===== src/rtl/sonic_st_adapter_pkg.sv =====
// Shared limits and helpers for the streaming timing adapter.
// Latency: n/a (constants and an elaboration-time function only).
// Backpressure: n/a.
package sonic_st_adapter_pkg;

  // Legal parameter ranges, checked at elaboration by the adapter top.
  localparam int MIN_DATA_WIDTH       = 1;
  localparam int MAX_DATA_WIDTH       = 256;
  localparam int MAX_IN_READY_LATENCY = 3;

  // Ceiling log2; clog2(1) = 0.
  function automatic int clog2(input int value);
    int v;
    int r;
    v = value - 1;
    r = 0;
    while (v > 0) begin
      r++;
      v = v >> 1;
    end
    return r;
  endfunction

endpackage


===== src/rtl/sonic_st_fifo_ram.sv =====
// Adapter storage: DEPTH x DATA_WIDTH register array, one write port, one async read port.
// Latency: write lands on the rising edge; read is combinational from rd_addr.
// Backpressure: none; the caller guarantees it never writes an unread entry.
//
// Ports: clk, wr_en/wr_addr/wr_data (write port), rd_addr/rd_data (read port).
// Contents are deliberately not reset.
module sonic_st_fifo_ram #(
  parameter int DATA_WIDTH = 2,
  parameter int DEPTH      = 4,
  parameter int AW         = 2
) (
  input  logic                  clk,
  input  logic                  wr_en,
  input  logic [AW-1:0]         wr_addr,
  input  logic [DATA_WIDTH-1:0] wr_data,
  input  logic [AW-1:0]         rd_addr,
  output logic [DATA_WIDTH-1:0] rd_data
);

  logic [DATA_WIDTH-1:0] mem [DEPTH];

  always_ff @(posedge clk) begin
    if (wr_en) begin
      mem[wr_addr] <= wr_data;
    end
  end

  assign rd_data = mem[rd_addr];

endmodule


===== src/rtl/sonic_eth_10g_st_timing_adapter.sv =====
// Streaming timing adapter: absorbs upstream ready latency in a small FWFT buffer.
// Latency: 1 cycle from accepted beat to out_valid/out_data (no bypass).
// Backpressure: in_ready from occupancy only; beats arriving outside the permitted window are dropped and counted.
//
// Ports: clk, reset_n (async, active low); in_data/in_valid/in_ready upstream;
// out_data/out_valid/out_ready downstream (ready latency 0); overflow pulses on
// each dropped beat; drop_count is a saturating count of dropped beats.
module sonic_eth_10g_st_timing_adapter
  import sonic_st_adapter_pkg::*;
#(
  parameter int DATA_WIDTH       = 2,
  parameter int DEPTH            = 4,
  parameter int IN_READY_LATENCY = 0,
  parameter int IN_HAS_READY     = 1,
  parameter int CNT_WIDTH        = 16
) (
  input  logic                  clk,
  input  logic                  reset_n,
  input  logic [DATA_WIDTH-1:0] in_data,
  input  logic                  in_valid,
  output logic                  in_ready,
  output logic [DATA_WIDTH-1:0] out_data,
  output logic                  out_valid,
  input  logic                  out_ready,
  output logic                  overflow,
  output logic [CNT_WIDTH-1:0]  drop_count
);

  // Address width is at least 1 so DEPTH=1 still has a legal pointer.
  localparam int AW = (clog2(DEPTH) < 1) ? 1 : clog2(DEPTH);
  // Occupancy must represent 0..DEPTH inclusive.
  localparam int OW = clog2(DEPTH) + 1;

  localparam logic [OW-1:0] DEPTH_O  = OW'(DEPTH);
  // occupancy + L + 1 <= DEPTH  <=>  occupancy <= DEPTH - L - 1
  localparam logic [OW-1:0] RDY_MAX  = OW'(DEPTH - IN_READY_LATENCY - 1);
  localparam logic [AW-1:0] PTR_LAST = AW'(DEPTH - 1);

  if (DATA_WIDTH < MIN_DATA_WIDTH || DATA_WIDTH > MAX_DATA_WIDTH) begin : g_bad_width
    $error("DATA_WIDTH out of range");
  end
  if (IN_READY_LATENCY < 0 || IN_READY_LATENCY > MAX_IN_READY_LATENCY ||
      DEPTH < IN_READY_LATENCY + 1 || (DEPTH & (DEPTH - 1)) != 0) begin : g_bad_depth
    $error("DEPTH / IN_READY_LATENCY combination not supported");
  end

  logic [AW-1:0]        wr_ptr;
  logic [AW-1:0]        rd_ptr;
  logic [OW-1:0]        occ;
  logic [CNT_WIDTH-1:0] cnt;
  logic                 full;
  logic                 pop;
  logic                 push;
  logic                 permitted;
  logic                 drop;

  assign out_valid = (occ != '0);
  assign full      = (occ == DEPTH_O);
  assign pop       = out_valid && out_ready;

  if (IN_HAS_READY != 0) begin : g_ready
    logic rdy;

    // Registered occupancy only; reset_n forces it low while in reset.
    assign rdy      = reset_n && (occ <= RDY_MAX);
    assign in_ready = rdy;

    if (IN_READY_LATENCY == 0) begin : g_lat0
      assign permitted = rdy;
    end else begin : g_hist
      localparam int HW = IN_READY_LATENCY;
      logic [HW-1:0] hist;

      // hist[k] holds in_ready from k+1 cycles ago; the oldest entry gates this cycle.
      always_ff @(posedge clk or negedge reset_n) begin
        if (!reset_n) begin
          hist <= '0;
        end else begin
          hist <= HW'({hist, rdy});
        end
      end

      assign permitted = hist[HW-1];
    end
  end else begin : g_no_ready
    assign in_ready  = 1'b1;
    assign permitted = 1'b1;
  end

  // With ready, a permitted beat can never meet a full buffer (the ready
  // threshold reserves room for L in-flight beats); the full guard is what
  // protects the no-ready configuration, where a same-cycle pop frees a slot.
  assign push     = in_valid && permitted && (!full || pop);
  assign drop     = reset_n && in_valid && !push;
  assign overflow = drop;

  always_ff @(posedge clk or negedge reset_n) begin
    if (!reset_n) begin
      wr_ptr <= '0;
      rd_ptr <= '0;
      occ    <= '0;
      cnt    <= '0;
    end else begin
      if (push) begin
        wr_ptr <= (wr_ptr == PTR_LAST) ? '0 : wr_ptr + 1'b1;
      end
      if (pop) begin
        rd_ptr <= (rd_ptr == PTR_LAST) ? '0 : rd_ptr + 1'b1;
      end
      occ <= occ + OW'(push) - OW'(pop);
      if (drop && (cnt != '1)) begin
        cnt <= cnt + 1'b1;
      end
    end
  end

  assign drop_count = cnt;

  sonic_st_fifo_ram #(
    .DATA_WIDTH (DATA_WIDTH),
    .DEPTH      (DEPTH),
    .AW         (AW)
  ) u_ram (
    .clk     (clk),
    .wr_en   (push),
    .wr_addr (wr_ptr),
    .wr_data (in_data),
    .rd_addr (rd_ptr),
    .rd_data (out_data)
  );

endmodule


===== config.mk =====
export PLATFORM = sky130hd
export DESIGN_NAME = sonic_eth_10g_st_timing_adapter
export DESIGN_NICKNAME = d
export VERILOG_FILES = /design/src/rtl/sonic_st_adapter_pkg.sv /design/src/rtl/sonic_st_fifo_ram.sv /design/src/rtl/sonic_eth_10g_st_timing_adapter.sv
export SDC_FILE = /design/constraint.sdc
export NUM_CORES = 1
export LEC_CHECK = 0
export BUFFER_PORTS_ARGS = -buffer_cell sky130_fd_sc_hd__buf_2
export CAP_MARGIN = 15
export CORE_ASPECT_RATIO = 1.25
export CORE_MARGIN = 2
export CORE_UTILIZATION = 45
export CTS_BUF_LIST = sky130_fd_sc_hd__clkbuf_4 sky130_fd_sc_hd__clkbuf_8 sky130_fd_sc_hd__clkbuf_16
export DETAILED_ROUTE_END_ITERATION = 12
export GPL_ROUTABILITY_DRIVEN = 0
export GPL_TIMING_DRIVEN = 0
export PLACE_DENSITY = 0.74
export SYNTH_ARGS = -nofsm -noshare
export SYNTH_HDL_FRONTEND = slang
export SYNTH_SLANG_ARGS = --single-unit

===== constraint.sdc =====
create_clock -name clk -period 3.1 [get_ports clk]
set_clock_uncertainty 0.1 [all_clocks]
set_input_delay 0.155 -clock clk [delete_from_list [all_inputs] [get_ports clk]]
set_output_delay 0.155 -clock clk [all_outputs]
set_load 0.03 [all_outputs]

==> metrics.csv, run 1 <==
metric,value,unit
post-synthesis register bit count,31,
drt via density,5.45,
initial antenna violation count,0,
Placement Cell Area,0.00178,mm2
Via Count,1134,
post-detail-place hpwl,2090,um
final instance area,0.00190,mm2
Final Setup Violations,0,
metal3 WL,157,um
sequential area share after synthesis,50.9,%
post-CTS setup buffer count,0,
Slew @ Worst Pin,0.539,ns
antenna-violating nets left,0,
I/O pin count,27,
synthesized area,0.00160,mm2
crit path cell chain,dlygate4sd3_1 -> buf_2 -> and2_1 -> nor3b_2 -> xnor2_1 -> ha_1 -> inv_1 -> fa_1 -> inv_1,
Placement Rows,24,
fraction of registers with async set/reset,74.2,%
port bufs,26,
minimum clock period,2.75,ns
fillcell total,296,
relative max-transition margin,63.8,%
worst vdd ir,0.789,mV
post-route insts no fill,208,
GRT Residual Overflow,0,
Hold Fails Final Rpt,0,
gr usage total,16.2,%
synthesized instance count,132,
total power,1.41,mW
critical path arrival,2.83,ns
number of buffers and inverters on the critical path,4,
P_sw,545,uW
"Area growth, synth to finish",18.3,%
share of cells above drive strength 1,28.4,%
Worst EP required,3.17,ns
max_cap viols,0,
Initial Util,46.4,%
met1 wire length,1260,um
Clock Latency Late Sink,0.28,ns
setup ws final,0.346,ns
P_int,861,uW
Pre-Repair DR Iteration Count,4,
core area,0.00345,mm2
pre-CTS setup slack,0.502,ns
distinct cell type count after synthesis,35,
number of enable flip-flop cells after synthesis,8,
DR WL met2,1410,um
clock power share,21.4,%
"most used cell, CP",inv_1,
critical-path maximum fanout,25,
status,"complete, no violations",
routed len/inst,14.0,um
Antenna Cells,0,
switching share of total power,38.7,%
drt first-iter violations,35,
CTS Sinks,31,
Crit. End Element,flop,
Post-route DRC,0,
sequential share of power,43.7,%
RSZ-0062 raised after global routing,no,
cts repair resizes,0,
Top Layer Used,met4,
"Clk pin slew, worst setup/hold paths",0.06,ns
Hold WC Path Type,in2reg,
Setup CP Type,in2reg,
vias in the first global route,1165,
ys flop type,dfrtp_1,
cell types occupying the most area after synthesis,"dfrtp_1 36%, edfxtp_1 15%, xor2_1 7.1%, ha_1 6.2%, nor3_1 3.1%",
Synthesized Nets,147,
largest net degree at the start of global routing,26,
largest area contributor in the netlist,dfrtp_1,
first-pass GRT wire length,5030,um
crit path max-delay cell type,dlygate4sd3_1,
clock root cell,clkbuf_8,
Longest Clk Path Bufs,2,
Die Wd,57.4,um
cts hold-fix bufs,3,
CTS tree,done,
"Avg Cell Area, Syn",12.1,um2
Final #Nets,183,
final wirelength,2910,um
Die Area,0.00406,mm2
Inst Count DP,197,
Comb pwr share,34.9,%
max-slew violations,0,
most numerous cell in the Yosys netlist,dfrtp_1,
Final period util,88.8,%
YS warnings,0,
f_max,363,MHz
Worst Setup Start Kind,primary input,
Die Y,70.7,um
Yosys top cell area share,35.9,%
Setup TNS,0,ns
LEAKAGE,0.937,nW
crit-path max cell delay,0.53,ns
Synth top cells by count,"23 x dfrtp_1, 13 x xor2_1, 10 x nor3_1",
Cell Pwr Density,741,mW/mm2
H-Tree Depth,2,
CTS buffer count,5,
critical path's top delay family,buffers and inverters,
tightest hold or removal path: stages:
cell and delay (ns):
buf_2 0.10, nand2_1 0.15, a21o_1 0.14
sequential cells by signal, summed over array words and instances, names as in the netlist:
name,cells
rd_ptr,2
drop_count,16
u_ram.mem,8
wr_ptr,2
occ,3
cells by family after synthesis:
family,count (synthesis),share of synthesized area [%]
buffers and inverters,9,2.19
muxes,6,5.85
adders and majority gates,9,7.49
DFF,31,50.9
AOI/OAI and AO/OA,6,2.42
xor gates and xnor gates,15,8.20
and+or+nand+nor,56,23.0
metrics by stage:
| stage | util [%] | hold slack (ns) |
|---|---|---|
| 3_5_place_dp | 51.6 | 0.0755 |
| 6_report | 54.9 | 0.191 |
| 4_1_cts | 54.9 | 0.191 |
| 3_3_place_gp | 51.6 | 0.0662 |
| 5_1_grt | 54.9 | 0.216 |
| 2_1_floorplan | - | -0.241 |
metal layers:
layer / vias up / track usage, %
met4: 0 / 8.27
met2: 47 / 26.4
met3: 7 / 5.12
met1: 536 / 19.0
met5: - / 0
li1: 544 / -
area by class of cell:
class | count | area [um2] | area share (%)
plain buffers | 2 | 8.76 | 0.462
repair buffers | 29 | 160 | 8.45
inverters | 7 | 26.3 | 1.39
well taps | 39 | 48.8 | 2.57
clock buffers | 5 | 68.8 | 3.63
flip-flops and latches | 31 | 816 | 43.0
clock inverters | 3 | 15.0 | 0.792
multi-input cells | 92 | 752 | 39.7
layout by cell type, fill, tap and decap left out, drive strengths merged, types with 5 or more instances in the layout:
| cell | instances |
|---|---|
| dfrtp | 23 |
| inv | 7 |
| xor2 | 13 |
| nand3 | 7 |
| nand4 | 6 |
| edfxtp | 8 |
| ha | 8 |
| nor3 | 10 |
| and2 | 7 |
| nand2 | 8 |
| clkbuf | 5 |
| nor2 | 5 |
| buf | 28 |
| nor4 | 5 |
power groups by stage:
stage          Sequential, mW  Combinational [mW]  Clock [mW]
3_5_place_dp            0.621               0.498           0
3_3_place_gp            0.613               0.475           0
2_1_floorplan           0.661               0.316           0
6_report                0.614               0.490       0.301
5_1_grt                 0.634               0.551       0.327
4_1_cts                 0.616               0.500       0.314
final timing paths:
| check | startpoint | to | slack, ns | depth (start not counted) |
|---|---|---|---|---|
| worst max-delay path | reset_n | occ[1] | 0.35 | 9 |
| worst min-delay path | out_ready | rd_ptr[0] | 0.19 | 3 |
| worst max register to register | occ[2] | occ[1] | 0.52 | 10 |
| worst min register to register | drop_count[5] | drop_count[5] | 0.42 | 1 |
| max in group asynchronous | reset_n | drop_count[7] | 2.22 | 2 |
| min in group asynchronous | reset_n | rd_ptr[0] | 0.31 | 2 |
Note: power is estimated with default switching activity, not from simulation.
==> run 2, diff against run 1 <==
--- a/config.mk
+++ b/config.mk
@@ -14,7 +14,7 @@
 export DETAILED_ROUTE_END_ITERATION = 12
 export GPL_ROUTABILITY_DRIVEN = 0
 export GPL_TIMING_DRIVEN = 0
-export PLACE_DENSITY = 0.74
+export PLACE_DENSITY_LB_ADDON = 0.1
 export SYNTH_ARGS = -nofsm -noshare
 export SYNTH_HDL_FRONTEND = slang
 export SYNTH_SLANG_ARGS = --single-unit
==> run 2 against run 1 <==
  * Count of clock-buffer cells in the layout up 1
  * Via count down 0.26%
  * Combinational power up 0.8%
  * First-iteration DRC count down 2.9%
  * Global-route usage up 0.73 points
  * Critical endpoint unchanged
==> metrics.csv, run 2 (synthesis results as in run 1) <==
metric,value,unit
drt via density,5.46,
"Clk pin slew, worst setup/hold paths",0.06,ns
Cell Pwr Density,745,mW/mm2
minimum clock period,2.75,ns
Hold WC Path Type,in2reg,
Pre-Repair DR Iteration Count,4,
critical-path maximum fanout,25,
Initial Util,46.4,%
H-Tree Depth,2,
post-CTS setup buffer count,0,
Die Y,70.7,um
RSZ-0062 raised after global routing,no,
worst vdd ir,0.575,mV
f_max,364,MHz
clock root cell,clkbuf_8,
Slew @ Worst Pin,0.553,ns
post-route insts no fill,207,
cts repair resizes,0,
status,"complete, no violations",
"most common cell after layout, fill and taps aside",buf_2,
routed len/inst,14.4,um
Inst Count DP,197,
Placement Rows,24,
initial antenna violation count,0,
fillcell total,319,
CTS Sinks,31,
Post-route DRC,0,
Final Setup Violations,0,
most frequent cells in the layout,"27 x buf_2, 23 x dfrtp_1, 13 x xor2_1",
largest net degree at the start of global routing,26,
Worst Setup Start Kind,primary input,
Setup CP Type,in2reg,
WHS Path Cells,1,
cts hold-fix bufs,1,
final wirelength,2980,um
CTS buffer count,5,
Crit. End Element,flop,
vias in the first global route,1180,
CTS tree,done,
relative max-transition margin,62.9,%
port bufs,26,
max_cap viols,0,
Die Wd,57.4,um
Antenna Cells,0,
Longest Clk Path Bufs,2,
antenna-violating nets left,0,
Worst EP required,3.17,ns
core area,0.00345,mm2
"Area growth, synth to finish",17.6,%
GRT Residual Overflow,0,
drt first-iter violations,34,
Final period util,88.7,%
critical path arrival,2.82,ns
gr usage total,17.0,%
Die Area,0.00406,mm2
post-detail-place hpwl,2220,um
I/O pin count,27,
first-pass GRT wire length,5320,um
Via Count,1131,
Setup TNS,0,ns
max FFs per register,16,
Clock Latency Late Sink,0.27,ns
Hold Fails Final Rpt,0,
share of cells above drive strength 1,27.4,%
R2R depth,10,
Final #Nets,182,
max-slew violations,0,
LEAKAGE,0.929,nW
[run 2: worst max-delay path, cell delays in order]
cell and delay (ns):
dlygate4sd3_1 0.52, buf_2 0.46, and2_1 0.26, nor3b_2 0.50, xnor2_1 0.19, ha_1 0.16, inv_1 0.04, fa_1 0.47
inv_1 0.04
[run 2: per-stage QoR]
step           util (%)  total power [mW]  cell area (um2)  hold slack (ns)  worst slack (ns)
4_1_cts            54.3              1.43             1880         0.000297             0.302
5_1_grt            54.6              1.53             1890         0.000616            0.0132
6_report           54.6              1.40             1890           0.0127             0.351
3_3_place_gp       51.6              1.09             1780           0.0694             0.514
3_5_place_dp       51.6              1.12             1780           0.0846             0.506
2_1_floorplan         -             0.978             1600           -0.241             0.757
[run 2: power by group]
part | internal (mW) | total [mW] | switching [mW]
Combinational | 0.200 | 0.494 | 0.294
Sequential | 0.509 | 0.614 | 0.105
Clock | 0.161 | 0.296 | 0.135
Total | 0.871 | 1.40 | 0.533
[run 2: final timing paths]
check,startpoint,end,slack [ns]
setup / recovery,reset_n,occ[1],0.35
setup reg to reg,occ[2],occ[1],0.49
hold reg to reg,drop_count[0],drop_count[0],0.42
max in group asynchronous,reset_n,rd_ptr[0],2.23
min in group asynchronous,reset_n,wr_ptr[0],0.31
hold / removal,in_data[1],u_ram.mem[1][1],0.01
[run 2: area by class of cell]
type / instances / area, um2 / share of cell area (%)
repair buffers: 28 / 150 / 7.96
multi-input cells: 92 / 752 / 39.9
inverters: 7 / 26.3 / 1.39
clock buffers: 6 / 76.3 / 4.05
flip-flops and latches: 31 / 816 / 43.3
clock inverters: 2 / 7.51 / 0.398
plain buffers: 2 / 8.76 / 0.464
well taps: 39 / 48.8 / 2.59
[run 2: metal layers]
| layer | wire length, um | vias to the layer above | GRT usage, % | share of wire (%) |
|---|---|---|---|---|
| li1 | - | 544 | - | - |
| met5 | 0 | - | 0 | 0 |
| met4 | 26 | 0 | 4.91 | 0.87 |
| met2 | 1610 | 29 | 30.7 | 54 |
| met1 | 1220 | 556 | 18.8 | 41 |
| met3 | 131 | 2 | 5.12 | 4.4 |
